--- src/rtl/chrono_controller.sv ---
// -----------------------------------------------------------------------------
// chrono_controller
//
// Stopwatch control FSM. Two raw push buttons are synchronized, debounced and
// turned into single-cycle press events. The events drive a four-state FSM
// that produces the control word for an external millisecond timer, and that
// captures lap times from that timer.
//
// Ports:
//   clock             single clock, all logic on its rising edge
//   reset_n           synchronous, active-low reset
//   btn_start_stop    raw asynchronous button, active-high
//   btn_lap_reset     raw asynchronous button, active-high
//   millisec_counter  live count from the millisecond timer
//   control_register  timer control: bit0 enable, bit1 reset, bits7:2 zero
//   lap_time          last captured lap value
//   lap_valid         one-cycle pulse in the first cycle a new lap_time shows
//   lap_frozen        high while the display should show lap_time
//   state             current FSM state (CLEAR=0, RUNNING=1, PAUSED=2, LAP=3)
//
// Output semantics: lap_valid is a qualifier-only strobe with no ready/back-
// pressure. It is high for exactly one cycle, in the same cycle that the new
// lap_time first appears, and the consumer must take the value then or rely
// on lap_time holding until the next capture or reset.
// -----------------------------------------------------------------------------
module chrono_controller #(
    parameter int CLOCK_FREQUENCY = 50000000,
    parameter int DEBOUNCE_MS     = 20
) (
    input  logic        clock,
    input  logic        reset_n,
    input  logic        btn_start_stop,
    input  logic        btn_lap_reset,
    input  logic [31:0] millisec_counter,
    output logic [7:0]  control_register,
    output logic [31:0] lap_time,
    output logic        lap_valid,
    output logic        lap_frozen,
    output logic [1:0]  state
);

    localparam int DEBOUNCE_CYCLES_RAW = CLOCK_FREQUENCY / 1000 * DEBOUNCE_MS;
    // A zero-cycle debounce makes no sense; clamp so the counter stays legal.
    localparam int DEBOUNCE_CYCLES = (DEBOUNCE_CYCLES_RAW < 1) ? 1 : DEBOUNCE_CYCLES_RAW;
    // Wide enough to hold DEBOUNCE_CYCLES itself, not just DEBOUNCE_CYCLES-1.
    localparam int CNT_W = $clog2(DEBOUNCE_CYCLES + 1);
    localparam logic [CNT_W-1:0] CNT_LAST = CNT_W'(DEBOUNCE_CYCLES - 1);

    localparam logic [1:0] ST_CLEAR   = 2'd0;
    localparam logic [1:0] ST_RUNNING = 2'd1;
    localparam logic [1:0] ST_PAUSED  = 2'd2;
    localparam logic [1:0] ST_LAP     = 2'd3;

    // Index 0 = start_stop, index 1 = lap_reset.
    logic [1:0] btn_raw;
    logic [1:0] sync_a;
    logic [1:0] sync_b;
    logic [1:0] deb_level;
    logic [1:0] press;

    assign btn_raw = {btn_lap_reset, btn_start_stop};

    // Two-flop synchronizer; nothing downstream looks at the raw buttons.
    always_ff @(posedge clock) begin
        if (!reset_n) begin
            sync_a <= 2'b00;
            sync_b <= 2'b00;
        end else begin
            sync_a <= btn_raw;
            sync_b <= sync_a;
        end
    end

    genvar g;
    generate
        for (g = 0; g < 2; g++) begin : g_debounce
            logic [CNT_W-1:0] deb_cnt;
            logic             differ;
            logic             settle;

            assign differ = sync_b[g] ^ deb_level[g];
            // settle fires on the DEBOUNCE_CYCLES-th consecutive differing cycle.
            assign settle = differ && (deb_cnt == CNT_LAST);
            // Only a 0->1 settle is an event; the flip happens once per level
            // change, so a held button yields exactly one press.
            assign press[g] = settle && !deb_level[g];

            always_ff @(posedge clock) begin
                if (!reset_n) begin
                    deb_cnt      <= '0;
                    deb_level[g] <= 1'b0;
                end else if (!differ) begin
                    deb_cnt <= '0;
                end else if (settle) begin
                    deb_cnt      <= '0;
                    deb_level[g] <= ~deb_level[g];
                end else begin
                    deb_cnt <= deb_cnt + CNT_W'(1);
                end
            end
        end
    endgenerate

    logic        ev_start_stop;
    logic        ev_lap_reset;
    logic [1:0]  state_q;
    logic [1:0]  state_next;
    logic        capture;
    logic [7:0]  ctrl_next;
    logic [7:0]  ctrl_q;
    logic [31:0] lap_time_q;
    logic        lap_valid_q;
    logic        lap_frozen_q;

    assign ev_start_stop = press[0];
    assign ev_lap_reset  = press[1];

    // start_stop is always tested first, so a simultaneous lap_reset event is
    // dropped rather than queued.
    always_comb begin
        state_next = state_q;
        capture    = 1'b0;
        case (state_q)
            ST_CLEAR: begin
                if (ev_start_stop) state_next = ST_RUNNING;
            end
            ST_RUNNING: begin
                if (ev_start_stop) begin
                    state_next = ST_PAUSED;
                end else if (ev_lap_reset) begin
                    state_next = ST_LAP;
                    capture    = 1'b1;
                end
            end
            ST_LAP: begin
                if (ev_start_stop)     state_next = ST_PAUSED;
                else if (ev_lap_reset) state_next = ST_RUNNING;
            end
            ST_PAUSED: begin
                if (ev_start_stop)     state_next = ST_RUNNING;
                else if (ev_lap_reset) state_next = ST_CLEAR;
            end
            default: state_next = ST_CLEAR;
        endcase
    end

    // Outputs are decoded from the next state and registered, so they change
    // on the same edge as the state itself.
    always_comb begin
        ctrl_next = 8'h02;
        case (state_next)
            ST_CLEAR:   ctrl_next = 8'h02;
            ST_RUNNING: ctrl_next = 8'h01;
            ST_LAP:     ctrl_next = 8'h01;
            ST_PAUSED:  ctrl_next = 8'h00;
            default:    ctrl_next = 8'h02;
        endcase
    end

    always_ff @(posedge clock) begin
        if (!reset_n) begin
            state_q      <= ST_CLEAR;
            ctrl_q       <= 8'h02;
            lap_time_q   <= 32'd0;
            lap_valid_q  <= 1'b0;
            lap_frozen_q <= 1'b0;
        end else begin
            state_q      <= state_next;
            ctrl_q       <= ctrl_next;
            lap_valid_q  <= capture;
            lap_frozen_q <= (state_next == ST_LAP);
            if (capture) lap_time_q <= millisec_counter;
        end
    end

    assign state            = state_q;
    assign control_register = ctrl_q;
    assign lap_time         = lap_time_q;
    assign lap_valid        = lap_valid_q;
    assign lap_frozen       = lap_frozen_q;

endmodule

--- config.mk ---
export PLATFORM = sky130hd
export DESIGN_NAME = chrono_controller
export DESIGN_NICKNAME = d
export VERILOG_FILES = /design/src/rtl/chrono_controller.sv
export SDC_FILE = /design/constraint.sdc
export NUM_CORES = 1
export LEC_CHECK = 0
export CAP_MARGIN = 10
export CORE_ASPECT_RATIO = 0.9
export CORE_MARGIN = 2
export CORE_UTILIZATION = 50
export CTS_CLUSTER_DIAMETER = 30
export CTS_CLUSTER_SIZE = 28
export DETAILED_ROUTE_END_ITERATION = 16
export MAX_ROUTING_LAYER = met4
export PLACE_DENSITY_LB_ADDON = 0.3
export SYNTH_ARGS = -nofsm -noshare
export SYNTH_HDL_FRONTEND = slang
export SYNTH_SLANG_ARGS = --single-unit
--- constraint.sdc ---
create_clock -name clock -period 2.4 [get_ports clock]
set_input_delay 0.24 -clock clock [delete_from_list [all_inputs] [get_ports clock]]
set_output_delay 0.24 -clock clock [all_outputs]
set_load 0.01 [all_outputs]
* Word level (Yosys, flattened, before mapping)
Index checks and enable logic that the tools add are counted. Widths: inputs -> output; s select.
Storage, ports and cells: register bits 90, input bits 36, output and inout bits 44, word-level logic and storage cells 53
Cells by class: add/sub/neg operators 2, equal/unequal tests 8, mux-type cells 12, bitwise logic cells 7, reduce and logical (&&, ||, !) cells 13
Operators with widths (count):
- $add 20x1->20 const B | 2
- $eq 20x20->1 const B | 2
- $pmux 8 s3 | 1
- $mux 2 | 7
- $eq 2x2->1 const B | 4
- $pmux 2 s4 | 1
- $reduce_or 3->1 | 2
- $not 1->1 | 5
- $eq 2x1->1 const B | 2
- $logic_and 1x1->1 | 4
- $logic_not 2->1 | 2
- $reduce_and 2->1 | 2
- $mux 1 | 3
- $logic_not 1->1 | 2
- $reduce_or 2->1 | 1
- $xor 1x1->1 | 2

* Depth between registers and ports, before layout
Gate-level depths: netlist of the first run.
depth in word-level cells 9, depth in mapped cells 8, gate-level depth less buffers 6

* Worst setup path before layout of the first run
OpenSTA, ideal clock, no wires.
path type register to register, start register g_debounce[1].deb_cnt[11], end register lap_time_q[0], in the netlist lap_time[0], library setup time 0.072 ns, arrival time 2.043 ns, required time 2.328 ns, setup slack 0.286 ns, stages on the path, launching flop included 8, buffers on the path 2, period minus slack after synthesis 2.114 ns, cell sequence dfxtp_1 or4_1 or4_4 nor2_4 and4bb_1 buf_6 buf_12 mux2i_1
Between the ends: longest elaborated chain between the ends 6
Ends and longest elaborated chain:
- from (decl) | line 77 | logic [CNT_W-1:0] deb_cnt;
- from (signal assigned) | line 98 | deb_cnt <= deb_cnt + CNT_W'(1);
- $eq 20x20->1 | line 83 | assign settle = differ && (deb_cnt == CNT_LAST);
- $logic_and 1x1->1 | line 83
- $logic_and 1x1->1 | line 86 | assign press[g] = settle && !deb_level[g];
- $mux 1 | line 130 | end else if (ev_lap_reset) begin
- $mux 1 | line 128 | if (ev_start_stop) begin
- $mux 1 | line 123 | case (state_q)
- to (signal assigned) | line 172 | if (capture) lap_time_q <= millisec_counter;
- to (decl) | line 111 | logic [31:0] lap_time_q;
No other way between the ends. A chain may end at the register's enable or synchronous reset.

* Worst setup path after layout of the first run
start register g_debounce[1].deb_cnt[11], end register lap_time_q[21], in the netlist lap_time[21]
The elaborated chain is that of the path after synthesis.

==> results of run 1 <==
==> final cells by class <==
cell class / instances / share of cell area (%)
Sequential cell: 83 / 37.3
Clock inverter: 4 / 0.590
Tap cell: 93 / 2.61
Clock buffer: 11 / 3.40
Inverter: 6 / 0.506
Timing Repair Buffer: 79 / 18.0
Multi-Input combinational cell: 279 / 37.6
==> critical path, stage by stage, from the launching register on <==
cell and delay (ns):
dfxtp_1 0.34, or4_1 0.51, or4_4 0.47, nor2_4 0.15, and4bb_2 0.33, clkbuf_16 0.23
mux2i_1 0.20
==> final timing paths <==
kind	start	end	slack (ns)
min	reset_n	g_debounce[0].deb_cnt[15]$_SDFF_PP0_	0.33
min reg2reg	sync_a[0]$_SDFF_PN0_	sync_b[0]$_SDFF_PN0_	0.43
max reg2reg	g_debounce[1].deb_cnt[11]$_SDFF_PP0_	lap_time[21]$_SDFFE_PN0P_	0.11
max	g_debounce[1].deb_cnt[11]$_SDFF_PP0_	lap_time[21]$_SDFFE_PN0P_	0.11
==> synthesized netlist by cell type (all sizes together), types with 3 or more instances <==
| library cell | n |
|---|---|
| nand3 | 13 |
| dfxtp | 83 |
| clkbuf | 9 |
| xnor2 | 13 |
| buf | 12 |
| nor4b | 3 |
| nor4 | 3 |
| o21ai | 4 |
| and4 | 3 |
| nor3 | 5 |
| nand4 | 9 |
| a21oi | 4 |
| and2 | 6 |
| nand2 | 80 |
| nor2 | 45 |
| or3 | 5 |
| xor2 | 22 |
| inv | 6 |
| and3 | 6 |
| mux2i | 34 |
| dlygate4sd3 | 3 |
==> sequential cells by signal, indices dropped and copies added, names as in the netlist <==
name / flops
g_debounce.deb_cnt: 40
lap_valid: 1
sync_a: 2
sync_b: 2
control_register: 2
lap_time: 32
lap_frozen: 1
state: 1
deb_level: 2
==> routing by layer <==
metal / up-vias / GRT usage (%) / share of wire [%]
met1: 1270 / 22.9 / 46
met3: 11 / 6.55 / 6.0
li1: 1407 / - / -
met5: - / - / 0
met4: 0 / 5.48 / 1.5
met2: 65 / 31.3 / 47
==> logic make-up after synthesis <==
kind of cell             count (synthesis)  share of synthesized area, %
AO/OA/AOI/OAI                           12                          2.06
flip-flops                              83                          46.5
XOR/XNOR                                35                          8.57
other                                    1                         0.105
buffers and inverters                   30                          7.21
adder cells (fa/ha/maj)                  2                         0.700
multiplexers                            34                          9.52
AND/OR/NAND/NOR                        190                          25.4
==> stage by stage <==
step	cell area [µm²]	util [%]	hold WS (ns)	setup slack, ns	power, µW
final	4450	63.6	0.326	0.111	2390
after global routing	4450	63.6	0.346	0.00540	2490
after CTS	4430	63.2	0.313	0.108	2420
after detailed placement	4250	60.7	0.421	0.111	1520
after global placement	4250	60.7	0.414	0.176	1520
after floorplan	3590	-	0.367	0.286	1470
==> where the power goes <==
part	internal (µW)	total [µW]	switching, µW	leakage, µW
Clock	425	899	474	0.0000912
Sequential	1380	1380	2.38	0.000669
Combinational	61.3	108	46.4	0.000748
==> results.py, run 1 <==
metrics = {
    "power_and_ir_drop": {
        "p_leak_uw": 0.00151,
        "p_per_area_nw_per_um2": 536,
        "vdd_drop_max_v": 0.000452,
    },
    "finish": {
        "fill_cells": 592,
        "multi_input_area_um2": 1680,
        "syn_to_final_growth_pct": 24.6,
        "layout-drive-gt1-share_pct": 6.93,
        "layout.nets": 496,
        "final_cell_mix": "dfxtp_1 (83), nand2_1 (80), clkdlybuf4s50_1 (72)",
        "final_common_cell": "dfxtp_1",
        "n_antenna_cell": 0,
        "layoutNonFillerInstCount": 555,
        "seqCellArea_um2": 1660,
    },
    "setup_path": {
        "start_kind": "flip-flop",
        "crit_arrival_ns": 2.57,
        "r2r_cells": 6,
        "critPathCaptureType": "flip-flop",
        "required_ns": 2.68,
        "critical_path_class": "flip-flop to flip-flop",
        "cp_max_fo": 16,
    },
    "clock_network": {
        "clkTransAtPathRegs_ns": 0.08,
        "insertion_delay_ns": 0.35,
        "cts_setup_buffers": 0,
        "tritoncts": "built",
        "hold_buffers": 0,
        "cts_resized": 0,
        "cts.sinks": 83,
        "cts.htree.levels": 3,
        "root_buffer": "clkbuf_8",
        "cts_buffers": 9,
        "clock_path_buffers": 2,
    },
    "logic_synthesis": {
        "netlist_instances": 387,
        "yosysTopAreaCellShare_pct": 46.5,
        "synth.distinct_cells": 43,
        "avgSynthCellArea_um2": 9.24,
        "yosysWarnings": 0,
        "netlist_area_um2": 3580,
        "synthTopCellsByArea": "dfxtp_1 (46%), mux2i_1 (9.5%), nand2_1 (8.4%)",
        "seq_area_frac_synth_pct": 46.5,
        "synth_ff_type": "dfxtp_1",
        "synth.ff_latch_count": 83,
        "synthArstFlopShare_pct": 0,
        "synth_area_leader_cell": "dfxtp_1",
        "synth-edff-count": 0,
    },
    "die": {
        "dieArea_um2": 7850,
        "core_area_um2": 7000,
        "die_x_um": 93.1,
        "die_h_um": 84.2,
        "ios": 80,
        "start_util_pct": 51.1,
        "rows": 29,
    },
    "sta": {
        "slew_headroom_pct": 58.9,
        "period_minus_slack_ns": 2.29,
        "hold_viol": 0,
        "finalSetupViolCount": 0,
        "rsz0062_at_grt": "no",
        "fmax_ghz": 0.437,
        "worst_slew_pin_slew_ns": 0.612,
        "tns_ns": 0,
        "slew_violations": 0,
        "fin_skew_ns": 0.0113,
        "fin_crit_sh_pct": 95.4,
    },
    "global_routing": {
        "grt_pass1_vias": 2573,
        "grt_overflow": 0,
        "grt_pass1_wl_um": 11700,
        "grt_util_all_layers_pct": 19.3,
        "grt_max_degree": 55,
        "antenna_found_initial": 0,
    },
    "drt": {
        "avgRoutedWirePerCell_um": 13.0,
        "dr.pass1.iters": 4,
        "via_per_inst": 4.96,
        "ant_nets": 0,
        "wl_um": 7220,
        "drc_errors": 0,
        "num_vias": 2753,
        "drt_iter0_drc": 77,
    },
    "flow_run": {
        "maxCapViolations": 0,
    },
    "status": {
        "status": "completed",
    },
    "worst_hold_path": {
        "min_path_cells": 3,
        "hold_class": "primary input to flip-flop",
    },
    "placed_design": {
        "placed_cells_incl_taps": 539,
        "place.gp.congestion": 0.794,
        "hpwl_um": 5110,
        "port_buffers": 73,
    },
}
Note: power is estimated with default switching activity, not from simulation.
==> run 2: changes to the inputs <==
--- a/config.mk
+++ b/config.mk
@@ -9,11 +9,11 @@
 export CORE_ASPECT_RATIO = 0.9
 export CORE_MARGIN = 2
 export CORE_UTILIZATION = 50
-export CTS_CLUSTER_DIAMETER = 30
 export CTS_CLUSTER_SIZE = 28
 export DETAILED_ROUTE_END_ITERATION = 16
 export MAX_ROUTING_LAYER = met4
-export PLACE_DENSITY_LB_ADDON = 0.3
+export PLACE_DENSITY = 0.79
+export REMOVE_ABC_BUFFERS = 1
 export SYNTH_ARGS = -nofsm -noshare
 export SYNTH_HDL_FRONTEND = slang
 export SYNTH_SLANG_ARGS = --single-unit
==> results.py, run 2 (same netlist as run 1, synthesis figures left out) <==
metrics = {
    "power_and_ir_drop": {
        "vdd_drop_max_v": 0.000358,
        "p_leak_uw": 0.00154,
        "p_per_area_nw_per_um2": 561,
    },
    "sta": {
        "timing.final.ws_setup_ns": 0.0732,
        "fmax_ghz": 0.430,
        "finalSetupViolCount": 0,
        "slew_headroom_pct": 61.8,
        "whs_ns": 0.345,
        "fin_crit_sh_pct": 96.9,
        "worst_slew_pin_slew_ns": 0.573,
        "hold_viol": 0,
        "period_minus_slack_ns": 2.33,
        "rsz0062_at_grt": "no",
        "slew_violations": 0,
        "tns_ns": 0,
        "fin_skew_ns": 0.0126,
    },
    "setup_path": {
        "critical_path_class": "flip-flop to flip-flop",
        "r2r-start": "g_debounce[1].deb_cnt[11]$_SDFF_PP0_",
        "cp_slowest_cell": "or4_1",
        "r2r_slack_ns": 0.07,
        "r2r_cells": 6,
        "start_kind": "flip-flop",
        "critPathMaxStageDelay_ns": 0.55,
        "critPathCaptureType": "flip-flop",
        "crit_arrival_ns": 2.62,
        "cp_cell_sequence": "or4_1 > or4_4 > nor2_4 > and4bb_4 > clkbuf_16 > mux2i_1",
        "required_ns": 2.69,
        "crit_buf_inv": 1,
        "cp_top_family": "simple AND/OR/NAND/NOR gates",
        "cp_max_fo": 16,
        "reg2reg_to": "lap_time[2]$_SDFFE_PN0P_",
    },
    "finish": {
        "layout-drive-gt1-share_pct": 7.53,
        "syn_to_final_growth_pct": 26.5,
        "largest_reg_flops": 40,
        "final_common_cell": "dfxtp_1",
        "layoutNonFillerInstCount": 558,
        "layout.nets": 498,
        "final_cell_mix": "dfxtp_1 (83), nand2_1 (80), clkdlybuf4s50_1 (72)",
        "n_antenna_cell": 0,
        "regMostFlops": "g_debounce.deb_cnt",
    },
    "placed_design": {
        "placed_cells_incl_taps": 540,
        "port_buffers": 73,
        "hpwl_um": 4930,
        "place.gp.congestion": 0.773,
        "dp_slack_ns": 0.0871,
    },
    "flow_run": {
        "maxCapViolations": 0,
    },
    "worst_hold_path": {
        "holdPathEnd": "control_register[1]$_SDFF_PN1_",
        "worstHoldStart": "reset_n",
        "hold_class": "primary input to flip-flop",
        "min_path_cells": 2,
    },
    "drt": {
        "via_per_inst": 5.04,
        "dr.pass1.iters": 4,
        "drc_errors": 0,
        "ant_nets": 0,
        "wl_um": 7340,
        "num_vias": 2812,
        "avgRoutedWirePerCell_um": 13.2,
        "drt_iter0_drc": 95,
    },
    "clock_network": {
        "clock_path_buffers": 2,
        "cts.sinks": 83,
        "tritoncts": "built",
        "cts_buffers": 9,
        "root_buffer": "clkbuf_8",
        "hold_buffers": 0,
        "cts_setup_buffers": 0,
        "insertion_delay_ns": 0.36,
        "cts.htree.levels": 3,
        "clkTransAtPathRegs_ns": 0.09,
        "cts_resized": 0,
    },
    "global_routing": {
        "grt_pass1_wl_um": 12000,
        "grt_pass1_vias": 2689,
        "grt_overflow": 0,
        "antenna_found_initial": 0,
        "grt_max_degree": 43,
        "grt_util_all_layers_pct": 19.7,
    },
    "die": {
        "core_area_um2": 7000,
        "rows": 29,
        "ios": 80,
        "die_h_um": 84.2,
        "die_x_um": 93.1,
        "start_util_pct": 51.1,
        "dieArea_um2": 7850,
    },
    "status": {
        "status": "completed",
    },
}
[run 2: metal layers]
layer / GRT usage (%) / part of all wire (%)
met2: 29.2 / 46
met5: - / 0
met3: 5.92 / 7.4
met1: 24.8 / 45
met4: 8.82 / 1.3
[run 2: area by class of cell]
| type | instances | area (µm²) |
|---|---|---|
| repair buffers | 81 | 833 |
| clock buffers | 11 | 151 |
| inverters | 6 | 22.5 |
| clock inverters | 5 | 60.1 |
| multi-input cells | 279 | 1680 |
| flip-flops and latches | 83 | 1660 |
| well taps | 93 | 116 |
| fillers | 569 | 2480 |
[run 2: how the worst max path moves through the flow]
stage,cells after the start,slack (ns),from,endpoint
after floorplan,5,-0.56,g_debounce[1].deb_cnt[11]$_SDFF_PP0_,lap_time[0]$_SDFFE_PN0P_
after CTS,6,0.05,g_debounce[1].deb_cnt[11]$_SDFF_PP0_,lap_time[1]$_SDFFE_PN0P_
after detailed placement,6,0.09,g_debounce[1].deb_cnt[11]$_SDFF_PP0_,lap_time[17]$_SDFFE_PN0P_
after global placement,6,0.16,g_debounce[1].deb_cnt[11]$_SDFF_PP0_,lap_time[9]$_SDFFE_PN0P_
after global routing,6,0.01,g_debounce[1].deb_cnt[11]$_SDFF_PP0_,lap_time[2]$_SDFFE_PN0P_
final,6,0.07,g_debounce[1].deb_cnt[11]$_SDFF_PP0_,lap_time[2]$_SDFFE_PN0P_
[run 2: worst register-to-register path, cell delays in order (launching register included)]
cell and delay (ns):
dfxtp_1 0.34, or4_1 0.55, or4_4 0.48, nor2_4 0.15, and4bb_4 0.32, clkbuf_16 0.22
mux2i_1 0.20
[run 2: per-stage QoR]
stage          instance area [µm²]  total power [µW]  util [%]
6_report                      4520              2540      64.6
5_1_grt                       4520              2620      64.6
4_1_cts                       4470              2550      63.8
3_5_place_dp                  4260              1520      60.8
3_3_place_gp                  4260              1520      60.8
2_1_floorplan                 3360              1440         -
[run 2: report_power, final]
part	internal [µW]	switching (µW)	leakage, µW
Sequential	1380	2.38	0.000669
Combinational	61.7	44.9	0.000763
Clock	541	509	0.000106
Total	1980	557	0.00154
==> run 3: changes to the inputs <==
--- a/config.mk
+++ b/config.mk
@@ -5,9 +5,7 @@
 export SDC_FILE = /design/constraint.sdc
 export NUM_CORES = 1
 export LEC_CHECK = 0
-export CAP_MARGIN = 10
 export CORE_ASPECT_RATIO = 0.9
-export CORE_MARGIN = 2
 export CORE_UTILIZATION = 50
 export CTS_CLUSTER_SIZE = 28
 export DETAILED_ROUTE_END_ITERATION = 16
==> results.py, run 3 (same netlist as run 1, synthesis figures left out) <==
metrics = {
    "setup_path": {
        "r2r-start": "g_debounce[1].deb_cnt[11]$_SDFF_PP0_",
        "cp_slowest_cell": "or4_1",
        "start_kind": "flip-flop",
        "crit_arrival_ns": 2.56,
        "critPathCaptureType": "flip-flop",
        "cp_max_fo": 12,
        "critPathLaunch": "g_debounce[1].deb_cnt[11]$_SDFF_PP0_",
        "cp_top_family": "simple AND/OR/NAND/NOR gates",
        "required_ns": 2.67,
        "cp_cell_sequence": "or4_1 > or4_4 > nor2_4 > and4bb_2 > buf_4 > mux2i_1",
        "critPathMaxStageDelay_ns": 0.51,
        "critical_path_class": "flip-flop to flip-flop",
        "crit_buf_inv": 1,
    },
    "clock_network": {
        "clkTransAtPathRegs_ns": 0.08,
        "cts.sinks": 83,
        "clock_path_buffers": 2,
        "hold_buffers": 0,
        "tritoncts": "built",
        "cts_setup_buffers": 0,
        "cts_resized": 0,
        "cts_buffers": 9,
        "root_buffer": "clkbuf_8",
        "cts.htree.levels": 3,
        "insertion_delay_ns": 0.34,
    },
    "placed_design": {
        "place.gp.congestion": 0.810,
        "dp_slack_ns": 0.117,
        "placed_cells_incl_taps": 539,
        "port_buffers": 73,
        "hpwl_um": 4820,
    },
    "power_and_ir_drop": {
        "total_power_uw": 2470,
        "p_leak_uw": 0.00152,
        "p_per_area_nw_per_um2": 554,
        "vdd_drop_max_v": 0.000352,
    },
    "finish": {
        "syn_to_final_growth_pct": 24.8,
        "seqCellArea_um2": 1660,
        "utilization_pct": 66.4,
        "fill_cells": 572,
        "regMostFlops": "g_debounce.deb_cnt",
        "layoutNonFillerInstCount": 554,
        "final_common_cell": "dfxtp_1",
        "largest_reg_flops": 40,
        "layout-drive-gt1-share_pct": 6.90,
        "n_antenna_cell": 0,
        "layout.nets": 498,
        "final_cell_mix": "dfxtp_1 (83), nand2_1 (80), clkdlybuf4s50_1 (72)",
        "multi_input_area_um2": 1680,
    },
    "die": {
        "die_h_um": 82.2,
        "start_util_pct": 53.2,
        "die_x_um": 91.1,
        "core_area_um2": 6730,
        "dieArea_um2": 7490,
        "rows": 28,
        "ios": 80,
    },
    "worst_hold_path": {
        "hold_class": "primary input to flip-flop",
        "worstHoldStart": "reset_n",
    },
    "global_routing": {
        "grt_overflow": 0,
        "grt_pass1_vias": 2559,
        "grt_max_degree": 57,
        "grt_util_all_layers_pct": 19.5,
        "grt_pass1_wl_um": 11200,
        "antenna_found_initial": 0,
    },
    "sta": {
        "period_minus_slack_ns": 2.29,
        "timing.final.ws_setup_ns": 0.110,
        "slew_violations": 0,
        "slew_headroom_pct": 64.6,
        "worst_slew_pin_slew_ns": 0.526,
        "fin_crit_sh_pct": 95.4,
        "finalSetupViolCount": 0,
        "fmax_ghz": 0.437,
        "hold_viol": 0,
        "rsz0062_at_grt": "no",
        "fin_skew_ns": 0.00750,
    },
    "drt": {
        "ant_nets": 0,
        "num_vias": 2723,
        "drc_errors": 0,
        "wl_um": 6710,
        "avgRoutedWirePerCell_um": 12.1,
        "drt_iter0_drc": 105,
        "dr.pass1.iters": 4,
        "via_per_inst": 4.92,
    },
    "flow_run": {
        "maxCapViolations": 0,
    },
    "status": {
        "status": "completed",
    },
}
[run 3: changes by cell type in the layout (fill, tap and decap cells not counted), sizes merged]
cell / delta
buf: +2
clkinv: -1
clkinvlp: -1
inv: -1
[run 3: tightest hold or removal path, stage by stage]
cell	delay, ns
buf_2	0.13
nand2_1	0.07
a21oi_1	0.04
[run 3: where the power goes]
group	internal, µW	total (µW)	switching [µW]
clock network	532	983	452
registers	1380	1380	2.31
logic	62.7	107	43.9
[run 3: per-layer routing]
metal	part of all wire (%)	track usage (%)	wire (µm)	up-vias
met1	49	24.1	3270	1229
met4	1.9	8.25	129	0
met3	7.1	5.59	478	12
met5	0	-	0	-
met2	42	30.0	2840	73
li1	-	-	-	1409
[run 3: area by class of cell]
type	instances	share of cell area, %
Clock buffer	13	3.56
Sequential cell	83	37.2
Clock inverter	2	0.785
Multi-Input combinational cell	279	37.5
Inverter	6	0.504
Tap cell	90	2.52
Timing Repair Buffer	81	17.9
[run 3: path summary, 6_finish.rpt]
check / cells past startpoint / slack [ns] / end
setup / recovery: 6 / 0.11 / lap_time[12]$_SDFFE_PN0P_
setup reg to reg: 6 / 0.11 / lap_time[12]$_SDFFE_PN0P_
hold reg to reg: 1 / 0.45 / sync_b[0]$_SDFF_PN0_
hold / removal: 3 / 0.19 / g_debounce[0].deb_cnt[15]$_SDFF_PP0_
[run 3: per-stage QoR]
step                      hold WS (ns)  setup TNS (ns)  cell area (µm²)
after floorplan                  0.311          -17.77             3360
after global placement           0.421               0             4270
after detailed placement         0.431               0             4270
after CTS                        0.180               0             4460
after global routing             0.203               0             4460
final                            0.187               0             4460
